[src/rtl/tlm_pkg.sv]
// tlm_pkg: types and default constants shared by timing_leak_monitor and its
// seq_mult lanes.
//   state_e      : top-level sequencing states
//   lane_state_e : per-lane multiplier states
//   TLM_WIDTH    : default operand width
//   TLM_TIMEOUT  : default per-lane RUN-cycle budget before abort
package tlm_pkg;

    typedef enum logic [1:0] {
        IDLE,
        BUSY,
        REPORT
    } state_e;

    typedef enum logic [1:0] {
        L_IDLE,
        L_RUN,
        L_DONE
    } lane_state_e;

    localparam int TLM_WIDTH   = 4;
    localparam int TLM_TIMEOUT = 16;

endpackage

[src/rtl/timing_leak_monitor_seq_mult.sv]
// seq_mult: one sequential shift-add multiplier lane.
// Optional macro: TLM_CONST_TIME_EN (always WIDTH RUN cycles, no early exit).
//
// Ports:
//   clk, rst          clock, asynchronous active-high reset
//   start             load operands, clear accumulator, enter RUN
//   abort             return to L_IDLE immediately (accumulator held)
//   mplier, mcand     operands (WIDTH bits)
//   product           accumulator, 2*WIDTH bits, held until next start
//   done              one-cycle pulse after the final RUN cycle
//   running           high while in RUN
//
// state  | meaning
// L_IDLE | waiting for start
// L_RUN  | one partial product per cycle
// L_DONE | done pulse, back to L_IDLE next cycle
module seq_mult
    import tlm_pkg::*;
#(
    parameter int WIDTH = TLM_WIDTH
) (
    input  logic                 clk,
    input  logic                 rst,
    input  logic                 start,
    input  logic                 abort,
    input  logic [WIDTH-1:0]     mplier,
    input  logic [WIDTH-1:0]     mcand,
    output logic [2*WIDTH-1:0]   product,
    output logic                 done,
    output logic                 running
);

    localparam int IDX_W = $clog2(WIDTH + 1);

    lane_state_e          state_q,  state_d;
    logic [WIDTH-1:0]     mplier_q, mplier_d;
    logic [2*WIDTH-1:0]   mcand_q,  mcand_d;
    logic [2*WIDTH-1:0]   acc_q,    acc_d;
    logic [IDX_W-1:0]     idx_q,    idx_d;

    logic [WIDTH-1:0]     mplier_shift;
    logic [IDX_W-1:0]     idx_inc;
    logic [2*WIDTH-1:0]   addend;
    logic                 last_cycle;

    // The multiplicand register is pre-shifted each cycle, so it always holds
    // mcand << idx without a barrel shifter.
    always_comb begin
        mplier_shift = mplier_q >> 1;
        idx_inc      = idx_q + IDX_W'(1);
        addend       = mplier_q[0] ? mcand_q : '0;
`ifdef TLM_CONST_TIME_EN
        last_cycle   = (idx_inc == IDX_W'(WIDTH));
`else
        last_cycle   = (mplier_shift == '0) || (idx_inc == IDX_W'(WIDTH));
`endif
    end

    always_comb begin
        state_d  = state_q;
        mplier_d = mplier_q;
        mcand_d  = mcand_q;
        acc_d    = acc_q;
        idx_d    = idx_q;
        if (abort) begin
            state_d = L_IDLE;
        end else if (start && (state_q != L_RUN)) begin
            state_d  = L_RUN;
            mplier_d = mplier;
            mcand_d  = {{WIDTH{1'b0}}, mcand};
            acc_d    = '0;
            idx_d    = '0;
        end else begin
            case (state_q)
                L_RUN: begin
                    acc_d    = acc_q + addend;
                    mcand_d  = mcand_q << 1;
                    mplier_d = mplier_shift;
                    idx_d    = idx_inc;
                    if (last_cycle) begin
                        state_d = L_DONE;
                    end
                end
                L_DONE:  state_d = L_IDLE;
                default: state_d = L_IDLE;
            endcase
        end
    end

    always_ff @(posedge clk or posedge rst) begin
        if (rst) begin
            state_q  <= L_IDLE;
            mplier_q <= '0;
            mcand_q  <= '0;
            acc_q    <= '0;
            idx_q    <= '0;
        end else begin
            state_q  <= state_d;
            mplier_q <= mplier_d;
            mcand_q  <= mcand_d;
            acc_q    <= acc_d;
            idx_q    <= idx_d;
        end
    end

    assign product = acc_q;
    assign done    = (state_q == L_DONE);
    assign running = (state_q == L_RUN);

endmodule

[src/rtl/timing_leak_monitor.sv]
// timing_leak_monitor: runs two seq_mult lanes from one start, measures each
// lane's RUN-cycle latency and flags latency differences (timing leakage).
// Optional macro: TLM_CONST_TIME_EN (lanes run constant-time, see seq_mult).
//
// Ports:
//   clk, rst                 clock, asynchronous active-high reset
//   start                    launch both lanes (IDLE only)
//   mplier_a/b, mcand_a/b    lane operands
//   clr_sticky               synchronous clear of leak_sticky (set wins)
//   busy                     lanes running
//   any_done                 either lane's done pulse
//   result_valid             one-cycle pulse in REPORT
//   product_a/b, lat_a/b     per-lane product and RUN-cycle count
//   lat_delta, leak          |lat_a - lat_b| and its non-zero flag
//   leak_sticky, timeout     accumulated leak, last run aborted
//   run_count                completed runs (wraps)
//
// state  | meaning
// IDLE   | waiting for start
// BUSY   | lanes running, counting latency
// REPORT | one cycle, results published
module timing_leak_monitor
    import tlm_pkg::*;
#(
    parameter  int WIDTH   = TLM_WIDTH,
    parameter  int TIMEOUT = TLM_TIMEOUT,
    localparam int CNT_W   = $clog2(TIMEOUT + 1)
) (
    input  logic                 clk,
    input  logic                 rst,
    input  logic                 start,
    input  logic [WIDTH-1:0]     mplier_a,
    input  logic [WIDTH-1:0]     mcand_a,
    input  logic [WIDTH-1:0]     mplier_b,
    input  logic [WIDTH-1:0]     mcand_b,
    input  logic                 clr_sticky,
    output logic                 busy,
    output logic                 any_done,
    output logic                 result_valid,
    output logic [2*WIDTH-1:0]   product_a,
    output logic [2*WIDTH-1:0]   product_b,
    output logic [CNT_W-1:0]     lat_a,
    output logic [CNT_W-1:0]     lat_b,
    output logic [CNT_W-1:0]     lat_delta,
    output logic                 leak,
    output logic                 leak_sticky,
    output logic                 timeout,
    output logic [15:0]          run_count
);

    state_e              state_q,     state_d;
    logic                busy_q,      busy_d;
    logic                valid_q,     valid_d;
    logic [CNT_W-1:0]    lat_a_q,     lat_a_d;
    logic [CNT_W-1:0]    lat_b_q,     lat_b_d;
    logic [CNT_W-1:0]    delta_q,     delta_d;
    logic                leak_q,      leak_d;
    logic                sticky_q,    sticky_d;
    logic                timeout_q,   timeout_d;
    logic [15:0]         run_count_q, run_count_d;
    logic                seen_a_q,    seen_a_d;
    logic                seen_b_q,    seen_b_d;

    logic                lane_start;
    logic                lane_abort;
    logic                done_a, done_b;
    logic                running_a, running_b;
    logic                timeout_hit;
    logic                enter_report;
    logic [CNT_W-1:0]    delta_c;

    seq_mult #(.WIDTH(WIDTH)) u_lane_a (
        .clk     (clk),
        .rst     (rst),
        .start   (lane_start),
        .abort   (lane_abort),
        .mplier  (mplier_a),
        .mcand   (mcand_a),
        .product (product_a),
        .done    (done_a),
        .running (running_a)
    );

    seq_mult #(.WIDTH(WIDTH)) u_lane_b (
        .clk     (clk),
        .rst     (rst),
        .start   (lane_start),
        .abort   (lane_abort),
        .mplier  (mplier_b),
        .mcand   (mcand_b),
        .product (product_b),
        .done    (done_b),
        .running (running_b)
    );

    always_comb begin
        delta_c = (lat_a_q >= lat_b_q) ? (lat_a_q - lat_b_q) : (lat_b_q - lat_a_q);
        // A lane that has used its whole budget and is still in RUN needs at
        // least one more cycle, so it can never finish in time.
        timeout_hit = (running_a && (lat_a_q == CNT_W'(TIMEOUT))) ||
                      (running_b && (lat_b_q == CNT_W'(TIMEOUT)));
    end

    always_comb begin
        state_d      = state_q;
        busy_d       = busy_q;
        valid_d      = 1'b0;
        lat_a_d      = lat_a_q;
        lat_b_d      = lat_b_q;
        delta_d      = delta_q;
        leak_d       = leak_q;
        timeout_d    = timeout_q;
        run_count_d  = run_count_q;
        seen_a_d     = seen_a_q;
        seen_b_d     = seen_b_q;
        sticky_d     = clr_sticky ? 1'b0 : sticky_q;
        lane_start   = 1'b0;
        lane_abort   = 1'b0;
        enter_report = 1'b0;

        case (state_q)
            IDLE: begin
                if (start) begin
                    lane_start = 1'b1;
                    lat_a_d    = '0;
                    lat_b_d    = '0;
                    timeout_d  = 1'b0;
                    seen_a_d   = 1'b0;
                    seen_b_d   = 1'b0;
                    busy_d     = 1'b1;
                    state_d    = BUSY;
                end
            end
            BUSY: begin
                seen_a_d = seen_a_q | done_a;
                seen_b_d = seen_b_q | done_b;
                if (timeout_hit) begin
                    lane_abort   = 1'b1;
                    timeout_d    = 1'b1;
                    enter_report = 1'b1;
                end else begin
                    if (running_a) lat_a_d = lat_a_q + CNT_W'(1);
                    if (running_b) lat_b_d = lat_b_q + CNT_W'(1);
                    if (seen_a_d && seen_b_d) begin
                        enter_report = 1'b1;
                    end
                end
            end
            REPORT: begin
                state_d = IDLE;
            end
            default: begin
                state_d = IDLE;
                busy_d  = 1'b0;
            end
        endcase

        // Results are registered on entry so they are visible during REPORT;
        // lane counters are frozen at that point (both done, or aborted).
        if (enter_report) begin
            state_d     = REPORT;
            busy_d      = 1'b0;
            valid_d     = 1'b1;
            delta_d     = delta_c;
            leak_d      = (delta_c != '0);
            run_count_d = run_count_q + 16'd1;
            if (delta_c != '0) begin
                sticky_d = 1'b1;
            end
        end
    end

    always_ff @(posedge clk or posedge rst) begin
        if (rst) begin
            state_q     <= IDLE;
            busy_q      <= 1'b0;
            valid_q     <= 1'b0;
            lat_a_q     <= '0;
            lat_b_q     <= '0;
            delta_q     <= '0;
            leak_q      <= 1'b0;
            sticky_q    <= 1'b0;
            timeout_q   <= 1'b0;
            run_count_q <= '0;
            seen_a_q    <= 1'b0;
            seen_b_q    <= 1'b0;
        end else begin
            state_q     <= state_d;
            busy_q      <= busy_d;
            valid_q     <= valid_d;
            lat_a_q     <= lat_a_d;
            lat_b_q     <= lat_b_d;
            delta_q     <= delta_d;
            leak_q      <= leak_d;
            sticky_q    <= sticky_d;
            timeout_q   <= timeout_d;
            run_count_q <= run_count_d;
            seen_a_q    <= seen_a_d;
            seen_b_q    <= seen_b_d;
        end
    end

    assign busy         = busy_q;
    assign any_done     = done_a | done_b;
    assign result_valid = valid_q;
    assign lat_a        = lat_a_q;
    assign lat_b        = lat_b_q;
    assign lat_delta    = delta_q;
    assign leak         = leak_q;
    assign leak_sticky  = sticky_q;
    assign timeout      = timeout_q;
    assign run_count    = run_count_q;

endmodule

[config.mk]
export PLATFORM = sky130hd
export DESIGN_NAME = timing_leak_monitor
export DESIGN_NICKNAME = d
export VERILOG_FILES = /design/src/rtl/tlm_pkg.sv /design/src/rtl/timing_leak_monitor_seq_mult.sv /design/src/rtl/timing_leak_monitor.sv
export SDC_FILE = /design/constraint.sdc
export NUM_CORES = 1
export LEC_CHECK = 0
export CORE_ASPECT_RATIO = 2
export CORE_MARGIN = 2
export CORE_UTILIZATION = 45
export DETAILED_ROUTE_END_ITERATION = 8
export PLACE_DENSITY_LB_ADDON = 0.15
export SYNTH_ARGS = -nofsm -noshare
export SYNTH_HDL_FRONTEND = slang
export SYNTH_SLANG_ARGS = --single-unit
[constraint.sdc]
create_clock -name clk -period 3.3 [get_ports clk]
set_clock_uncertainty 0.05 [all_clocks]
set_input_delay 0.495 -clock clk [delete_from_list [all_inputs] [get_ports clk]]
set_output_delay 0.495 -clock clk [all_outputs]
set_load 0.01 [all_outputs]
* Word level (Yosys, flattened, before mapping) *
Index checks and enable logic that the tools add are counted.
W data, S select, Z words.

storage, ports and cells
  bits in registers = 90
  input port bits = 20
  output and inout bits = 53
  word-level logic and storage cells = 138

operators by class
  add/subtract/negate cells = 9
  order comparisons = 1
  equal/unequal tests = 22
  muxes and demuxes = 56
  bitwise logic cells = 4
  reduce and logical (&&, ||, !) cells = 24

operators with widths
  operator                 count
  $mux W8                  10
  $mux W5                  6
  $mux W2                  10
  $pmux W5 S2              2
  $add A16 B1 Y16 const B  1
  $add A8 B8 Y8            2
  $mux W4                  4
  $mux W1                  15
  $mux W3                  4
  $ne A2 B2 Y1 const B     6
  $add A5 B1 Y5 const B    2
  $eq A5 B5 Y1 const B     2
  $reduce_and A2 Y1        5
  $sub A5 B5 Y5            2
  $logic_not A4 Y1         2
  $ne A4 B2 Y1 const B     2
  $pmux W1 S2              4
  $reduce_and A4 Y1        2
  $add A3 B1 Y3 const B    2
  $eq A2 B1 Y1 const B     3
  $eq A2 B2 Y1 const B     3
  $eq A3 B3 Y1 const B     2
  $ne A2 B1 Y1 const B     3
  $reduce_bool A2 Y1       3
  11 further kinds         19

* Depth between registers and ports, before layout *
  word-level depth = 8
  mapped depth = 10

* Hierarchy *
A second synthesis with hierarchy kept.

unflattened totals
  cell total of the unflattened synthesis = 512
  area total of the unflattened synthesis = 5069.9 sq um

by module, submodules not included
  module               instances  cells each  area an instance (sq um)
  seq_mult             2          137         1375.1
  timing_leak_monitor  1          238         2319.7

* Worst setup path before layout *
No wires, ideal clock.

  path kind = reg-to-reg
  start = reg lat_a_q[2] (netlist: lat_a[2])
  end = reg sticky_q (netlist: leak_sticky)
  library setup time = 125 ps
  data arrival time = 1929 ps
  required time = 3125 ps
  path slack = 1196 ps
  stages on the path, launching flop included = 10
  cells stage by stage = dfrtp_1 inv_1 ha_1 buf_6 a21oi_2 o21ai_1 a31oi_2 mux2i_1 and4_1 o22ai_1

on the way
  cells in the longest elaborated chain, start to end = 6

ends and longest elaborated chain
  item                                                   line                        source
  start, declared                                        timing_leak_monitor.sv:54   logic [CNT_W-1:0] lat_a_q, lat_a_d;
  start signal, assigned                                 timing_leak_monitor.sv:191  lat_a_q <= lat_a_d;
  branches (longest 5 deep; another with $sub A5 B5 Y5)  --
  $mux W1 (*)                                            timing_leak_monitor.sv:160  if (enter_report) begin
  net sticky_d                                           timing_leak_monitor.sv:58   logic sticky_q, sticky_d;
  end signal, assigned                                   timing_leak_monitor.sv:195  sticky_q <= sticky_d;
  end, declared                                          timing_leak_monitor.sv:58

Mark *: on every way through the listed nets, which the timed path passes.
A chain may end at the register's enable or synchronous reset.

* Final worst setup path *
  start = reg lat_a_q[1] (netlist: lat_a[1])
  end = reg u_lane_b.idx_q[2]

on the way
  cells in the longest elaborated chain, start to end = 7

ends and longest elaborated chain
  item                         line                                 source
  $eq A5 B5 Y1                 timing_leak_monitor.sv:100           timeout_hit = (running_a && (lat_a_q == CNT_W'(TIMEOUT))) ||
  $logic_and A1 B1 Y1          timing_leak_monitor.sv:100
  $logic_or A1 B1 Y1           timing_leak_monitor.sv:100
  $mux W1                      timing_leak_monitor.sv:137           if (timeout_hit) begin
  $mux W1                      timing_leak_monitor.sv:121           case (state_q)
  $not A1 Y1 (no line)         --
  $reduce_and A2 Y1 (no line)  --
  end signal, assigned         timing_leak_monitor_seq_mult.sv:102  idx_q <= idx_d;
  end, declared                timing_leak_monitor_seq_mult.sv:39   logic [IDX_W-1:0] idx_q, idx_d;

No other way between the ends.

==> qor.csv <==
metric,value,unit
status,completed,
ys.flop_type,dfrtp_1,
first_iter_violations,198,
cts_buffers,9,
hpwlAfterDp,8.25,mm
multi_input_area,0.00262,mm^2
drive_gt1_share,8.09,%
clock_path_buffers,2,
yosysWarnings,0,
dr.pass1.iters,4,
area_delta_synth_final,23.2,%
rows,54,
place_ws,0.693,ns
fillCellCount,1006,
rr_worst_depth,8,
syn-mean-instance-area,10.0,um^2
io_buffers,72,
top_usage_layer,met2,
synthCells,503,
post-route-util,56.8,%
power.leakage,2.86,nW
rsz0062_at_grt,false,
fin_crit,2.45,ns
cts_num_sinks,90,
path_max_fanout,9,
cp-startpoint,lat_a[1]$_DFFE_PP0P_,
ioPinCount,73,
track_usage,19.4,%
fin_nets,632,
drc,0,
fin_area,0.00621,mm^2
num_antenna_cells,0,
period_share,74.4,%
synth_area,0.00505,mm^2
grt_pass1_wl,18.6,mm
grt_remaining_overflow,0,
synth-async-reset-ratio,100,%
grt_util_met2,35.7,%
ys_seq_area_share,44.6,%
rrSetupSlack,0.85,ns
worst_pin_slew,1.09,ns
core_area,0.0109,mm^2
hold_viol,0,
initial_core_util,46.1,%
gr-usage-met3,3.23,%
vdd_drop_max,0.392,mV
vias_per_cell,5.24,
fmax,407,MHz
finalWorstSetupSlack,0.846,ns
slew_headroom,27.4,%
worstSkewPairLatency,0.34,ns
postSynthNetCount,559,
power.density,860,mW/mm^2
setup.worst_path.end,u_lane_b.idx_q[2]$_DFFE_PP0P_,
synth.distinct_cells,58,
cp_data_arrival_time,2.62,ns
tritoncts,yes,
cts_setup_buffers,0,
grt_max_degree,67,
fin_setup_tns,0,ns
hold_slack,0.419,ns
hold_buffers,0,
setup_viol,0,
place_congestion,0.824,
timing_worst_setup_path_type,reg2reg,
grt_pass1_vias,3879,
postRouteWirelength,11.0,mm
h-tree-depth,3,
endpoint_kind,register,
cap_violations,0,
postCtsResizedCells,0,
clk_pin_slew_worst_paths,0.06,ns
ctsRootBufferMaster,clkbuf_16,
hold_class,reg2reg,
ant_nets,0,
synth_seq_cells,90,
vias,3777,
rr_endpoint,u_lane_b.idx_q[2]$_DFFE_PP0P_,
die_w,78.9,um
slew_violations,0,
crit_required,3.46,ns
worstSetupStartpointType,register,
synth-edff-count,0,
place_area,0.00591,mm^2
antenna_found_initial,0,
dieArea,0.0121,mm^2
die_h,154,um
reg2reg_from,lat_a[1]$_DFFE_PP0P_,
post_drt_wl_per_cell,15.2,um
met1_usage,22.0,%
seq_area,0.00225,mm^2
[stage by stage]
stage,total power [mW],std cells
floorplan,3.53,503
global placement,4.26,705
detailed placement,4.34,705
CTS,5.40,721
global route,5.79,721
finish,5.35,721
[critical path, stage by stage (launching register included)]
cell	delay, ns
dfrtp_1	0.43
inv_1	0.21
ha_1	0.24
nand4bb_4	0.16
o22a_4	0.29
o21ai_1	0.64
nor2_1	0.07
o21ai_0	0.16
o21ai_1	0.09
[cell usage in the layout, fill, tap and decap left out, drive strengths merged, types with 13 or more instances in the layout]
master,count
nand3,22
dfrtp,90
xnor2,24
clkdlybuf4s50,72
nand2,64
xor2,15
a21oi,26
o21ai,41
inv,23
nor2,30
ha,32
and2,13
[logic make-up after synthesis]
| family | after synthesis | share of synthesized area, % |
|---|---|---|
| compound gates | 114 | 14.9 |
| xor+xnor | 39 | 6.92 |
| simple gates | 173 | 18.1 |
| buf+inv | 39 | 3.52 |
| flops | 90 | 44.6 |
| mux | 12 | 2.43 |
| fa+ha+maj | 36 | 9.52 |
[power breakdown]
group	switching (mW)	internal, mW
Clock	0.425	0.609
Combinational	1.35	1.15
Sequential	0.340	1.47
[sequential cells by signal, indices dropped and copies added (netlist names), 4 cells and up]
signal and cells:
u_lane_b.mcand_q 8, u_lane_b.product 8, run_count 16, u_lane_a.mplier_q 4, u_lane_a.mcand_q 8, lat_a 5, lat_delta 5, u_lane_b.mplier_q 4
lat_b 5, u_lane_a.product 8
[Yosys cell counts (2+ instances only)]
master	count	share of area [%]
mux2_2	2	0.45
nand3_1	19	1.9
buf_4	4	0.60
nand4bb_4	2	1.1
o21a_1	3	0.45
o21bai_1	3	0.45
nand4_1	8	0.99
nor2b_1	6	0.74
inv_1	24	1.8
dfrtp_1	90	45
nand3_2	3	0.60
xnor2_1	23	4.0
nor2_1	29	2.2
nand2b_1	9	1.1
or3_1	2	0.25
a21oi_2	3	0.52
a22o_1	10	1.7
and3_1	3	0.37
and4_1	4	0.69
and2_1	13	1.6
clkbuf_1	3	0.22
o22ai_1	2	0.25
a21o_1	6	0.89
a21oi_1	22	2.2
a31oi_1	11	1.4
nand3b_1	2	0.30
buf_2	7	0.69
o21ai_0	36	3.6
mux2i_1	10	2.0
xor2_1	15	2.6
or2_2	2	0.25
o22ai_2	2	0.50
ha_1	32	7.9
nand2_2	2	0.25
o21ai_1	4	0.40
nand2_1	62	4.6
fa_1	4	1.6
[worst min-delay path by stage]
stage,startpoint,to,slack (ns),cells past startpoint
3_3_place_gp,run_count[15]$_DFFE_PP0P_,run_count[15]$_DFFE_PP0P_,0.41,1
6_report,run_count[15]$_DFFE_PP0P_,run_count[15]$_DFFE_PP0P_,0.42,1
5_1_grt,run_count[15]$_DFFE_PP0P_,run_count[15]$_DFFE_PP0P_,0.43,1
3_5_place_dp,run_count[15]$_DFFE_PP0P_,run_count[15]$_DFFE_PP0P_,0.41,1
2_1_floorplan,u_lane_a.mcand_q[4]$_DFFE_PP0P_,u_lane_a.mcand_q[5]$_DFFE_PP0P_,0.40,2
4_1_cts,run_count[15]$_DFFE_PP0P_,run_count[15]$_DFFE_PP0P_,0.43,1
[layout make-up]
cell class                 count  area share, %
multi-input combinational    374           42.2
sequential                    90           36.2
timing repair buffer          77           12.4
clock buffer                  10           3.85
tap                          140           2.82
inverter                      24           1.47
clock inverter                 6           1.07
[per-layer routing]
layer / share of wire [%] / routed length [um]
met1: 40 / 4400
met2: 55 / 6040
met3: 2.6 / 290
met4: 2.2 / 243
met5: 0 / 0
Note: power is estimated with default switching activity, not from simulation.
